$ cat src/rtl/urv_divide_if.sv
// urv_divide_if: request/response bundle between the execute stage and the
// RV32M divider.
//   d_start_i  start strobe (sampled by the divider only while idle)
//   d_rs1_i    dividend
//   d_rs2_i    divisor
//   d_fun_i    funct3: 100 DIV, 101 DIVU, 110 REM, 111 REMU
//   x_kill_i   abort the operation in flight
//   x_busy_o   operation in flight (stall request)
//   w_valid_o  one-cycle pulse, w_rd_o valid
//   w_rd_o     quotient or remainder
// master = pipeline side, slave = divider side.
interface urv_divide_if;
  logic        d_start_i;
  logic [31:0] d_rs1_i;
  logic [31:0] d_rs2_i;
  logic [2:0]  d_fun_i;
  logic        x_kill_i;
  logic        x_busy_o;
  logic        w_valid_o;
  logic [31:0] w_rd_o;

  modport master (
    output d_start_i, d_rs1_i, d_rs2_i, d_fun_i, x_kill_i,
    input  x_busy_o, w_valid_o, w_rd_o
  );

  modport slave (
    input  d_start_i, d_rs1_i, d_rs2_i, d_fun_i, x_kill_i,
    output x_busy_o, w_valid_o, w_rd_o
  );
endinterface

$ cat src/rtl/urv_divide.sv
// urv_divide: multi-cycle RV32M divider (DIV/DIVU/REM/REMU).
// Restoring shift-subtract on operand magnitudes, one quotient bit per
// cycle, followed by a sign-correction cycle.
// Ports:
//   clk_i  clock, rising edge
//   rst_i  asynchronous active-high reset
//   bus    urv_divide_if.slave (start/operands/kill in, busy/valid/result out)
// Optional build macro URV_DIV_FAST_PATH_EN: divide-by-zero and signed
// overflow complete directly from IDLE to DONE at the start edge.
module urv_divide (
  input logic          clk_i,
  input logic          rst_i,
  urv_divide_if.slave  bus
);

  localparam logic [1:0] S_IDLE = 2'd0;
  localparam logic [1:0] S_BUSY = 2'd1;
  localparam logic [1:0] S_FIX  = 2'd2;
  localparam logic [1:0] S_DONE = 2'd3;

  logic [1:0]  state;
  logic [5:0]  count;
  logic [31:0] quo;
  logic [31:0] rem;
  logic [31:0] dvs;
  logic [31:0] result;
  logic        rem_sel;
  logic        neg_q;
  logic        neg_r;

  logic        in_signed;
  logic [31:0] rs1_mag;
  logic [31:0] rs2_mag;
  logic [32:0] rem_sh;
  logic        fits;
  logic [31:0] rem_sub;
  logic [31:0] fix_res;

  always_comb begin
    in_signed = ~bus.d_fun_i[0];
    // Negating 0x80000000 yields 0x80000000, which is the correct unsigned
    // magnitude, so no extra datapath bit is needed.
    rs1_mag   = (in_signed && bus.d_rs1_i[31]) ? (~bus.d_rs1_i + 32'd1) : bus.d_rs1_i;
    rs2_mag   = (in_signed && bus.d_rs2_i[31]) ? (~bus.d_rs2_i + 32'd1) : bus.d_rs2_i;
    rem_sh    = {rem, quo[31]};
    fits      = (rem_sh >= {1'b0, dvs});
    // When fits, the difference is below dvs, so 32-bit wraparound is exact.
    rem_sub   = rem_sh[31:0] - dvs;
    fix_res   = rem_sel ? (neg_r ? (~rem + 32'd1) : rem)
                        : (neg_q ? (~quo + 32'd1) : quo);
  end

`ifdef URV_DIV_FAST_PATH_EN
  logic        fast_hit;
  logic [31:0] fast_res;

  always_comb begin
    fast_hit = (bus.d_rs2_i == '0) ||
               (in_signed && bus.d_rs1_i == 32'h8000_0000 && bus.d_rs2_i == '1);
    if (bus.d_rs2_i == '0)
      fast_res = bus.d_fun_i[1] ? bus.d_rs1_i : '1;
    else
      fast_res = bus.d_fun_i[1] ? '0 : 32'h8000_0000;
  end
`endif

  always_ff @(posedge clk_i or posedge rst_i) begin
    if (rst_i) begin
      state   <= S_IDLE;
      count   <= '0;
      quo     <= '0;
      rem     <= '0;
      dvs     <= '0;
      result  <= '0;
      rem_sel <= 1'b0;
      neg_q   <= 1'b0;
      neg_r   <= 1'b0;
    end else if (bus.x_kill_i) begin
      state <= S_IDLE;
      count <= '0;
    end else begin
      case (state)
        S_IDLE: begin
          if (bus.d_start_i) begin
            quo     <= rs1_mag;
            rem     <= '0;
            dvs     <= rs2_mag;
            count   <= '0;
            rem_sel <= bus.d_fun_i[1];
            // A zero divisor must leave the all-ones quotient uncorrected;
            // the remainder sign rule already reproduces rs1.
            neg_q   <= in_signed && (bus.d_rs1_i[31] ^ bus.d_rs2_i[31]) &&
                       (bus.d_rs2_i != '0);
            neg_r   <= in_signed && bus.d_rs1_i[31];
`ifdef URV_DIV_FAST_PATH_EN
            if (fast_hit) begin
              result <= fast_res;
              state  <= S_DONE;
            end else
`endif
              state <= S_BUSY;
          end
        end
        S_BUSY: begin
          // Iterations run while count is 0..31; count reaching 32 means
          // all quotient bits are in and the next edge moves to FIX.
          if (count == 6'd32) begin
            state <= S_FIX;
          end else begin
            count <= count + 6'd1;
            rem   <= fits ? rem_sub : rem_sh[31:0];
            quo   <= {quo[30:0], fits};
          end
        end
        S_FIX: begin
          result <= fix_res;
          state  <= S_DONE;
        end
        default: begin
          state <= S_IDLE;
        end
      endcase
    end
  end

  assign bus.x_busy_o  = (state != S_IDLE);
  assign bus.w_valid_o = (state == S_DONE);
  assign bus.w_rd_o    = result;

endmodule

$ cat src/flat_wrapper.sv
// flat-port wrapper written by rule: the top's interface ports become plain ports
module urv_divide_flat 
  (clk_i, rst_i, bus_d_start_i, bus_d_rs1_i, bus_d_rs2_i, bus_d_fun_i, bus_x_kill_i, bus_x_busy_o, bus_w_valid_o, bus_w_rd_o);
  urv_divide_if bus_i ();
  input logic clk_i;
  input logic rst_i;
  input wire logic [$bits(bus_i.d_start_i)-1:0] bus_d_start_i;
  input wire logic [$bits(bus_i.d_rs1_i)-1:0] bus_d_rs1_i;
  input wire logic [$bits(bus_i.d_rs2_i)-1:0] bus_d_rs2_i;
  input wire logic [$bits(bus_i.d_fun_i)-1:0] bus_d_fun_i;
  input wire logic [$bits(bus_i.x_kill_i)-1:0] bus_x_kill_i;
  output wire logic [$bits(bus_i.x_busy_o)-1:0] bus_x_busy_o;
  output wire logic [$bits(bus_i.w_valid_o)-1:0] bus_w_valid_o;
  output wire logic [$bits(bus_i.w_rd_o)-1:0] bus_w_rd_o;
  assign bus_i.d_start_i = bus_d_start_i;
  assign bus_i.d_rs1_i = bus_d_rs1_i;
  assign bus_i.d_rs2_i = bus_d_rs2_i;
  assign bus_i.d_fun_i = bus_d_fun_i;
  assign bus_i.x_kill_i = bus_x_kill_i;
  assign bus_x_busy_o = bus_i.x_busy_o;
  assign bus_w_valid_o = bus_i.w_valid_o;
  assign bus_w_rd_o = bus_i.w_rd_o;
  urv_divide u_core (.clk_i(clk_i), .rst_i(rst_i), .bus(bus_i));
endmodule
$ cat config.mk
export PLATFORM = sky130hd
export DESIGN_NAME = urv_divide_flat
export DESIGN_NICKNAME = d
export VERILOG_FILES = /design/src/rtl/urv_divide_if.sv /design/src/rtl/urv_divide.sv /design/src/flat_wrapper.sv
export SDC_FILE = /design/constraint.sdc
export NUM_CORES = 1
export LEC_CHECK = 0
export ABC_AREA = 1
export BUFFER_PORTS_ARGS = -buffer_cell sky130_fd_sc_hd__buf_2
export CORE_AREA = 4 4 211 213
export DETAILED_ROUTE_END_ITERATION = 16
export DIE_AREA = 0 0 215 217
export PLACE_DENSITY = 0.54
export SYNTH_ARGS = -nofsm -noshare
export SYNTH_HDL_FRONTEND = slang
export SYNTH_SLANG_ARGS = --single-unit
$ cat constraint.sdc
create_clock -name clk_i -period 10.35 [get_ports clk_i]
set_input_delay 2.5875 -clock clk_i [delete_from_list [all_inputs] [get_ports clk_i]]
set_output_delay 2.5875 -clock clk_i [all_outputs]
set_load 0.1 [all_outputs]
# Yosys cells after proc, flatten, opt, wreduce, memory -nomap -nowiden
# Cells that the tools add are included.
# op_classes
add_sub_neg	6
order_cmp	1
n_eq_ne	9
muxes	20
n_bitwise	7
reduce_logical	14
# op_table
operator	n
$mux W32	10
$add A32 B1 Y32 const B	4
$not A32 Y32	4
$pmux W32 S2	2
$ge A33 B32 Y1	1
$reduce_bool A32 Y1	1
$sub A32 B32 Y32	1
$mux W6	3
$pmux W6 S2	1
$add A6 B1 Y6 const B	1
$eq A6 B6 Y1 const B	1
$mux W2	3
$ne A3 B3 Y1 const B	2
$pmux W2 S3	1
$reduce_and A3 Y1	2
$eq A2 B2 Y1 const B	2
$logic_and A1 B1 Y1	4
$ne A2 B2 Y1 const B	2
$reduce_and A2 Y1	2
$reduce_and A4 Y1	1
$reduce_bool A2 Y1	2
$ne A3 B2 Y1 const B	1
$reduce_bool A3 Y1	1
$eq A2 B1 Y1 const B	1
other kinds (3)	4
# word_totals
register_bits	139
input_bits	71
output_inout_bits	34
wordCells	66

# Logic depth before layout (Yosys ltp)
# Gate-level depths: netlist of run 1.
# logic_depth
word_depth	5
ltp_mapped	17
depth_no_buf	16

# Least setup slack after synthesis of run 1
# Ideal clock, no wire load.
# synth_path
path_type	input -> register
startpoint	in bus_d_rs1_i[1]
endpoint	reg u_core.quo[28]
setup_time_ns	0.117
arrival_ns	3.788
required_time_ns	10.233
setup_slack_ns	6.446
cell_stages	13
n_path_buf	0
cell_sequence	inv_1 -> ha_1 -> nand3_1 -> nor2_2 -> inv_1 -> nor2_1 -> nand3_1 -> nand2_1 -> nand2_1 -> nand2_1 -> nand3_1 -> nand2_1 -> nand2_1
# synth_via
elab_chain_cells	5
# synth_rtl
item	line	text
from (decl)	flat_wrapper.sv:8	input wire logic [$bits(bus_i.d_rs1_i)-1:0] bus_d_rs1_i;
$not A32 Y32	urv_divide.sv:43	rs1_mag = (in_signed && bus.d_rs1_i[31]) ? (~bus.d_rs1_i + 32'd1) : bus.d_rs1_i;
$add A32 B1 Y32	urv_divide.sv:43	
$mux W32	urv_divide.sv:43	
$mux W32	urv_divide.sv:84	if (bus.d_start_i) begin
$pmux W32 S2	urv_divide.sv:82	case (state)
to (signal assigned)	urv_divide.sv:85	quo <= rs1_mag;
to (signal assigned)	urv_divide.sv:112	quo <= {quo[30:0], fits};
to (decl)	urv_divide.sv:23	logic [31:0] quo;
# Every way passes these cells. The select of a mux whose other input is x is not followed.
# A chain may end at the register's enable or synchronous reset.

# Worst setup path in the final report of run 1
# layout_path
startpoint	reg u_core.state[0]
endpoint	out bus_x_busy_o
# layout_via
elab_chain_cells	1
# layout_rtl
item	line	text
from (decl)	urv_divide.sv:21	logic [1:0] state;
from (signal assigned)	urv_divide.sv:69	state <= S_IDLE;
from (signal assigned)	urv_divide.sv:79	state <= S_IDLE;
from (signal assigned)	urv_divide.sv:101	state <= S_BUSY;
$reduce_bool A2 Y1	urv_divide.sv:126	assign bus.x_busy_o = (state != S_IDLE);
to (decl)	flat_wrapper.sv:12	output wire logic [$bits(bus_i.x_busy_o)-1:0] bus_x_busy_o;
# Every way passes these cells.

==> qor.txt, run 1 <==
I/O pin total = 105
Worst path required time = 7.76 ns
Worst EP arrival = 1.67 ns
Max Cap Viol = 0
Clock power frac = 0.172
Critical Path Start = u_core.state[0]
First-pass GRT wire length = 68600 um
DRT Pass-1 Iters = 5
Congestion Overflow GR = 0
Vias in the first global route = 12500
Post-CTS Resized = 0
Gpl congestion = 0.906
Slew Limit Fails = 0
Total number of yosys warnings = 0
Number of flops mapped to enable cells by yosys = 0
Sequential Power Share = 0.235
Initial DRC count = 1132
Cell Area, Synth = 12700 um2
Synth Register Bits = 139
Post-CTS setup buffer count = 0
DIE HEIGHT = 217 um
Hold-fix buffers, CTS = 0
Reg2reg end = u_core.quo[31]
Die Area = 46700 um2
Share of the synthesized area in the top cell type = 0.275
Largest net degree at the start of global routing = 82
Async SR Flop Fraction = 1.00
Initial Util = 0.296
Area growth syn-to-layout = 12.5%
Critical path class = reg2out
Post-synth top flop = dfrtp_1
Inst Count DP = 2680
Vias = 13600
GRT Overall Usage = 0.184
Antenna viol nets, final = 0
Hold Crit Class = reg2reg
Worst Hold Launch = u_core.bus.w_rd_o[28]
Crit path capture type = output port
Setup TNS = 0 ns
Share of post-route cells with drive strength above 1 = 0.0965
Psw = 0.00208 W
Worst Setup Start Kind = register
Worst Reg-to-Reg Cells = 10
Non-Filler Instances = 2714
Worst skew pair latency = 0.45 ns
Top cell type by total area after synthesis = dfrtp_1
Distinct cells, synth = 44
Worst R2R Setup Slack = 7.20 ns
Max VDD drop = 316 uV
Leak = 7.65 nW
Total Nets Final = 2267
Core Area = 42700 um2
Site row count = 76
H-Tree Depth = 4
Slew headroom = 0.295
Avg Cell Area, Syn = 6.07 um2
Clock sink count = 139
Final setup violation count = 0
Unrepaired setup endpoints after global routing = false
Combinational Power Share = 0.593
Syn_nets = 2198
Vias per inst = 5.00
Cell Int Power = 0.00168 W
F_max = 235 MHz
Final Critical Period = 4.25 ns
DP Wirelength = 34000 um
Cts bufs inserted = 17
Sequential share of the synthesized area = 0.275
Sw Ratio = 0.554
Largest cells by area after synthesis = dfrtp_1 (27%), nand2_1 (19%), nand3_1 (11%)
CTS tree = built
Cell area power density = 264 nW/um2
Final Hold Viols = 0
Synth Instances = 2084
Slew @ Worst Pin = 1.05 ns
Root buffer cell = clkbuf_16
Status = completed
Min-Delay Endpoint = u_core.bus.w_rd_o[28]
Clock transition at the registers of the reported paths = 0.06 ns
Clock Skews = 0.0112 ns
Critical Path Fanout Max = 4
Worst-case clock buffer depth = 2
DR DRC count = 0
IO Port Bufs = 103
Die width = 215 um
Initial antenna violation count = 1
Worst r2r src = u_core.state[1]
WL/cell = 15.9 um
Hold depth = 2
Fin crit share = 0.411
DRT Wirelength = 43300 um
-- cells in the mapped netlist (3+ instances only) --
master      n
nand2_1   626
inv_1     315
nand3_1   281
nor2_1    180
dfrtp_1   139
o21ai_0   125
a21oi_1    76
ha_1       42
nand4_1    35
clkbuf_1   29
nor3_1     22
xor2_1     22
nand2_2    18
xnor2_1    18
buf_2      17
o21ai_1    16
a31oi_1    13
o211ai_1   13
buf_1      11
nor2_2     10
a22oi_1     9
nand3_2     9
buf_6       6
nand3b_1    6
nor2_4      6
o22ai_1     6
clkinv_1    4
o21bai_1    4
or2_2       4
o31ai_1     3
-- per-stage QoR --
step	worst slack (ns)	cell area, um2	utilization	power (W)	hold WS, ns
2_1_floorplan	4.04	12700	-	0.00255	0.449
5_1_grt	6.00	14200	0.334	0.00406	0.502
6_report	6.10	14200	0.334	0.00377	0.473
3_5_place_dp	5.73	13600	0.319	0.00312	0.463
3_3_place_gp	5.79	13600	0.319	0.00310	0.460
4_1_cts	6.08	14200	0.334	0.00378	0.480
-- logic make-up (layout without fill, tap and decap cells) --
logic type / Yosys count / in the layout / share of synthesized area
DFF: 139 / 139 / 0.275
buffers and inverters: 387 / 469 / 0.121
and+or+nand+nor: 1205 / 1205 / 0.417
other: 0 / 2 / 0
AOI/OAI and AO/OA: 270 / 270 / 0.116
xor gates and xnor gates: 40 / 40 / 0.0277
adders and majority gates: 43 / 43 / 0.0431
-- how the worst max path moves through the flow --
stage,depth (start not counted),endpoint,slack [ns]
2_1_floorplan,1,u_core.bus.w_rd_o[0],4.04
3_3_place_gp,7,u_core.quo[31],5.79
3_5_place_dp,7,u_core.quo[31],5.73
4_1_cts,4,bus_x_busy_o,6.08
5_1_grt,7,u_core.quo[31],6.00
6_report,4,bus_x_busy_o,6.10
-- cells in the final DEF (no fill, tap or decap), types with 16 or more instances in the layout --
cell type,Yosys,layout
a21oi_1,76,76
buf_2,17,103
clkbuf_16,0,17
dfrtp_1,139,139
ha_1,42,42
inv_1,315,314
nand2_1,626,625
nand2_2,18,19
nand3_1,281,281
nand4_1,35,35
nor2_1,180,179
nor3_1,22,22
o21ai_0,125,125
o21ai_1,16,16
xnor2_1,18,18
xor2_1,22,22
-- per-layer routing --
| metal | vias to the layer above | part of all wire | wire length [um] | global-route usage |
|---|---|---|---|---|
| li1 | 6833 | - | - | - |
| met1 | 6329 | 0.48 | 20800 | 0.261 |
| met2 | 357 | 0.45 | 19300 | 0.291 |
| met3 | 45 | 0.052 | 2240 | 0.0299 |
| met4 | 0 | 0.023 | 974 | 0.0515 |
| met5 | - | 0 | 0 | 0 |
-- flip-flops by register name (all words and copies together) (netlist names) --
| name | flops |
|---|---|
| u_core.state | 2 |
| u_core.neg_r | 1 |
| u_core.dvs | 32 |
| u_core.rem_sel | 1 |
| u_core.bus.w_rd_o | 32 |
| u_core.quo | 32 |
| u_core.neg_q | 1 |
| u_core.rem | 32 |
| u_core.count | 6 |
-- cell type report --
cell class,instances,area [um2]
Fill cell,4782,28500
Multi-Input combinational cell,1558,7650
Sequential cell,139,3480
Inverter,321,1210
Tap cell,546,683
Timing Repair Buffer,116,613
Clock buffer,23,498
Clock inverter,9,111
Antenna cell,2,5.00
-- power groups by stage --
stage / clock [W] / combinational [W] / sequential (W)
after floorplan: 0 / 0.00127 / 0.00128
after global placement: 0 / 0.00221 / 0.000886
after detailed placement: 0 / 0.00223 / 0.000893
after CTS: 0.000662 / 0.00224 / 0.000884
after global routing: 0.000684 / 0.00247 / 0.000910
final: 0.000649 / 0.00223 / 0.000884
-- critical path, stage by stage (launching register included) --
cell,delay (ns)
dfrtp_1,0.38
inv_1,0.09
ha_1,0.25
inv_1,0.08
buf_2,0.42
Note: power is estimated with default switching activity, not from simulation.
==> run 2: changes to the inputs <==
--- a/config.mk
+++ b/config.mk
@@ -5,12 +5,12 @@
 export SDC_FILE = /design/constraint.sdc
 export NUM_CORES = 1
 export LEC_CHECK = 0
-export ABC_AREA = 1
+export ABC_AREA = 0
 export BUFFER_PORTS_ARGS = -buffer_cell sky130_fd_sc_hd__buf_2
-export CORE_AREA = 4 4 211 213
+export CORE_AREA = 4 4 191 193
 export DETAILED_ROUTE_END_ITERATION = 16
-export DIE_AREA = 0 0 215 217
-export PLACE_DENSITY = 0.54
+export DIE_AREA = 0 0 195 197
+export PLACE_DENSITY = 0.57
 export SYNTH_ARGS = -nofsm -noshare
 export SYNTH_HDL_FRONTEND = slang
 export SYNTH_SLANG_ARGS = --single-unit
==> constraint.sdc (replaced) <==
create_clock -name clk_i -period 3.8 [get_ports clk_i]
set_input_delay 0.95 -clock clk_i [delete_from_list [all_inputs] [get_ports clk_i]]
set_output_delay 0.95 -clock clk_i [all_outputs]
set_load 0.1 [all_outputs]
==> run 2 against run 1 <==
Clock-buffer cell count down 1. Wire length down 31%. Synthesized area down 18%. Combinational power rose to 3.2 times the previous value. Sequential power rose to 3.3 times the previous value. Worst setup slack worse by 5.7 ns. Non-clock buffer count up 2. Largest cell class unchanged. Largest power group unchanged. Highest routed layer unchanged.
==> qor.txt, run 2 <==
Status = completed
First-pass GRT wire length = 49200 um (-28%)
Slew Limit Fails = 0 (unchanged)
Setup TNS = 0 ns (unchanged)
Synth Register Bits = 139 (unchanged)
Worst skew pair latency = 0.42 ns (-0.03 ns)
Core Area = 34500 um2 (-19%)
DRT Wirelength = 29900 um (-31%)
Clock Skews = 0.0102 ns (-0.00104 ns)
Antenna viol nets, final = 0 (unchanged)
Final setup violation count = 0 (unchanged)
Slew @ Worst Pin = 1.05 ns (-0.00124 ns)
Vias = 9422 (-31%)
I/O pin total = 105 (unchanged)
Worst R2R Setup Slack = 0.44 ns (-6.76 ns)
Critical path's most frequent cell = inv_1
Synth Instances = 1311 (-37%)
GRT Overall Usage = 0.156 (-0.0284)
Root buffer cell = clkbuf_16
Number of flops mapped to enable cells by yosys = 0 (unchanged)
Leak = 5.22 nW (-32%)
Clock transition at the registers of the reported paths = 0.06 ns (about the same)
Antenna Cells = 0 (-2)
Worst Reg-to-Reg Cells = 13 (+3)
Fin crit share = 0.884
WL/cell = 16.3 um (+2.0%)
Total power = 0.0116 W (+210%)
DR DRC count = 0 (unchanged)
Congestion Overflow GR = 0 (unchanged)
Worst path cell trace = inv_1 -> ha_1 -> inv_1 -> fa_1 -> a21o_1 -> nand4_1 -> a21oi_1 -> nor3_1 -> o31ai_1 -> a211o_1 -> a311oi_1 -> mux2i_1 -> nand2_1
Most frequent cells in the layout = nand2_1 (189), o21ai_0 (183), dfrtp_1 (139), a21oi_1 (107), buf_2 (103)
F_max = 298 MHz
DRT Pass-1 Iters = 6 (+1)
Worst EP arrival = 3.67 ns (+2.00 ns)
Gpl congestion = 0.859 (-5.3%)
Cell area power density = 978 nW/um2 (+270%)
Top post-synthesis cells by count = nand2_1 (189), o21ai_0 (183), dfrtp_1 (139), a21oi_1 (107), nor2_1 (87)
Max incr delay on CP = 0.44 ns (+0.02 ns)
Reg2reg end = u_core.rem[24]
H-Tree Depth = 4 (unchanged)
Slew headroom = 0.300 (+0.00516)
Area growth syn-to-layout = 14.3%
Slowest CP cell = a311oi_1
Critical Path Fanout Max = 3 (-1)
Die Area = 38400 um2 (-18%)
Worst-case clock buffer depth = 2 (unchanged)
Min-Delay Endpoint = u_core.rem_sel
Commonest non-fill, non-tap cell in the layout = nand2_1
Largest cells by area after synthesis = dfrtp_1 (34%), o21ai_0 (8.8%), nand2_1 (6.8%)
Distinct cells, synth = 59 (+34%)
Critical path class = reg2reg
Die width = 195 um (-9.3%)
Post-CTS Resized = 0 (unchanged)
Max Cap Viol = 0 (unchanged)
Async SR Flop Fraction = 1.00 (unchanged)
DP Wirelength = 22700 um (-33%)
Unrepaired setup endpoints after global routing = false
Max VDD drop = 399 uV (+26%)
Cell Area, Synth = 10400 um2 (-18%)
Clock sink count = 139 (unchanged)
Total number of yosys warnings = 0 (unchanged)
DIE HEIGHT = 197 um (-9.2%)
IO Port Bufs = 103 (unchanged)
Final Hold Viols = 0 (unchanged)
Worst path top cell family by delay = compound AO/OA/AOI/OAI gates
Most common cell in the netlist = nand2_1
CP Buf/Inv Count = 2 (-1)
Initial Util = 0.300 (+0.00375)
Syn_nets = 1425 (-35%)
Largest net degree at the start of global routing = 140 (+71%)
Post-synth top flop = dfrtp_1
Share of post-route cells with drive strength above 1 = 0.120 (+0.0240)
Post-CTS setup buffer count = 0 (unchanged)
Initial antenna violation count = 0 (-1)
FILL cells = 3738 (-22%)
Final Critical Period = 3.36 ns
CTS tree = built
Worst Hold Launch = u_core.rem_sel
Site row count = 68 (-11%)
Worst path required time = 4.11 ns (-3.65 ns)
Initial DRC count = 606 (-46%)
Total Nets Final = 1489 (-34%)
Share of the synthesized area in the top cell type = 0.335 (+0.0606)
Sequential share of the synthesized area = 0.335 (+0.0606)
Hold Crit Class = reg2reg
Hold depth = 2 (unchanged)
Vias per inst = 5.12 (+2.4%)
Worst Setup Start Kind = register
Crit path capture type = register
Avg Cell Area, Syn = 7.91 um2 (+30%)
Vias in the first global route = 8965 (-28%)
Top cell type by total area after synthesis = dfrtp_1
Hold-fix buffers, CTS = 0 (unchanged)
Cts bufs inserted = 17 (unchanged)
Worst r2r src = u_core.quo[31]
[run 2: cell count changes in the layout (fill, tap and decap cells not counted), moves of 31 or more]
| cell | before | now |
|---|---|---|
| xor2_1 | 22 | 74 |
| nand2_1 | 625 | 189 |
| nor2_1 | 179 | 87 |
| xnor2_1 | 18 | 63 |
| a21oi_1 | 76 | 107 |
| o21ai_0 | 125 | 183 |
| o31ai_1 | 3 | 35 |
| inv_1 | 314 | 58 |
| nand3_1 | 281 | 19 |
[run 2: report_power, final]
part	switching, W	leakage, nW	total, W	internal [W]
Combinational	0.00478	3.17	0.00723	0.00246
Sequential	0.000799	1.80	0.00288	0.00208
Clock	0.000632	0.247	0.00149	0.000854
Total	0.00621	5.22	0.0116	0.00539
[run 2: kinds of logic after synthesis]
group	synth area share
AND/OR/NAND/NOR	0.186
flip-flops	0.335
AO/OA/AOI/OAI	0.252
adder cells (fa/ha/maj)	0.0526
buffers and inverters	0.0481
multiplexers	0.00965
XOR/XNOR	0.116
[run 2: worst max path at each step]
stage,startpoint,endpoint,slack (ns),cells past startpoint
detailed placement,bus_d_rs1_i[12],u_core.quo[30],0.28,9
finish,u_core.quo[31],u_core.rem[24],0.44,13
CTS,u_core.quo[31],u_core.rem[24],0.44,13
global placement,bus_d_rs1_i[12],u_core.quo[30],0.27,9
floorplan,bus_d_rs1_i[12],u_core.quo[30],0.67,8
global route,u_core.quo[31],u_core.rem[24],0.22,13
[run 2: metrics by stage]
step | hold WS (ns) | util | cells | worst slack, ns | instance area, um2
3_5_place_dp | 0.466 | 0.328 | 1811 | 0.281 | 11300
2_1_floorplan | 0.450 | - | 1311 | 0.672 | 10400
3_3_place_gp | 0.463 | 0.328 | 1811 | 0.274 | 11300
5_1_grt | 0.495 | 0.343 | 1841 | 0.217 | 11900
4_1_cts | 0.479 | 0.343 | 1841 | 0.440 | 11900
6_report | 0.474 | 0.343 | 1841 | 0.440 | 11900
[run 2: area by class of cell]
class	count	area, um2	share of cell area
Timing Repair Buffer	118	653	0.0551
Inverter	60	229	0.0193
Clock inverter	8	47.5	0.00401
Multi-Input combinational cell	1039	6410	0.541
Clock buffer	22	464	0.0392
Tap cell	455	569	0.0480
Sequential cell	139	3480	0.293
[run 2: tightest hold or removal path: stages, from the launching register on]
cell and delay [ns]:
dfrtp_1 0.34, nand2_1 0.05, nand2_1 0.05
[run 2: per-layer routing]
metal	track usage	vias to the layer above	wire length, um
li1	-	4785	-
met1	0.238	4381	15300
met2	0.236	243	12800
met3	0.0231	13	1650
met4	0.0264	0	182
met5	0	-	0
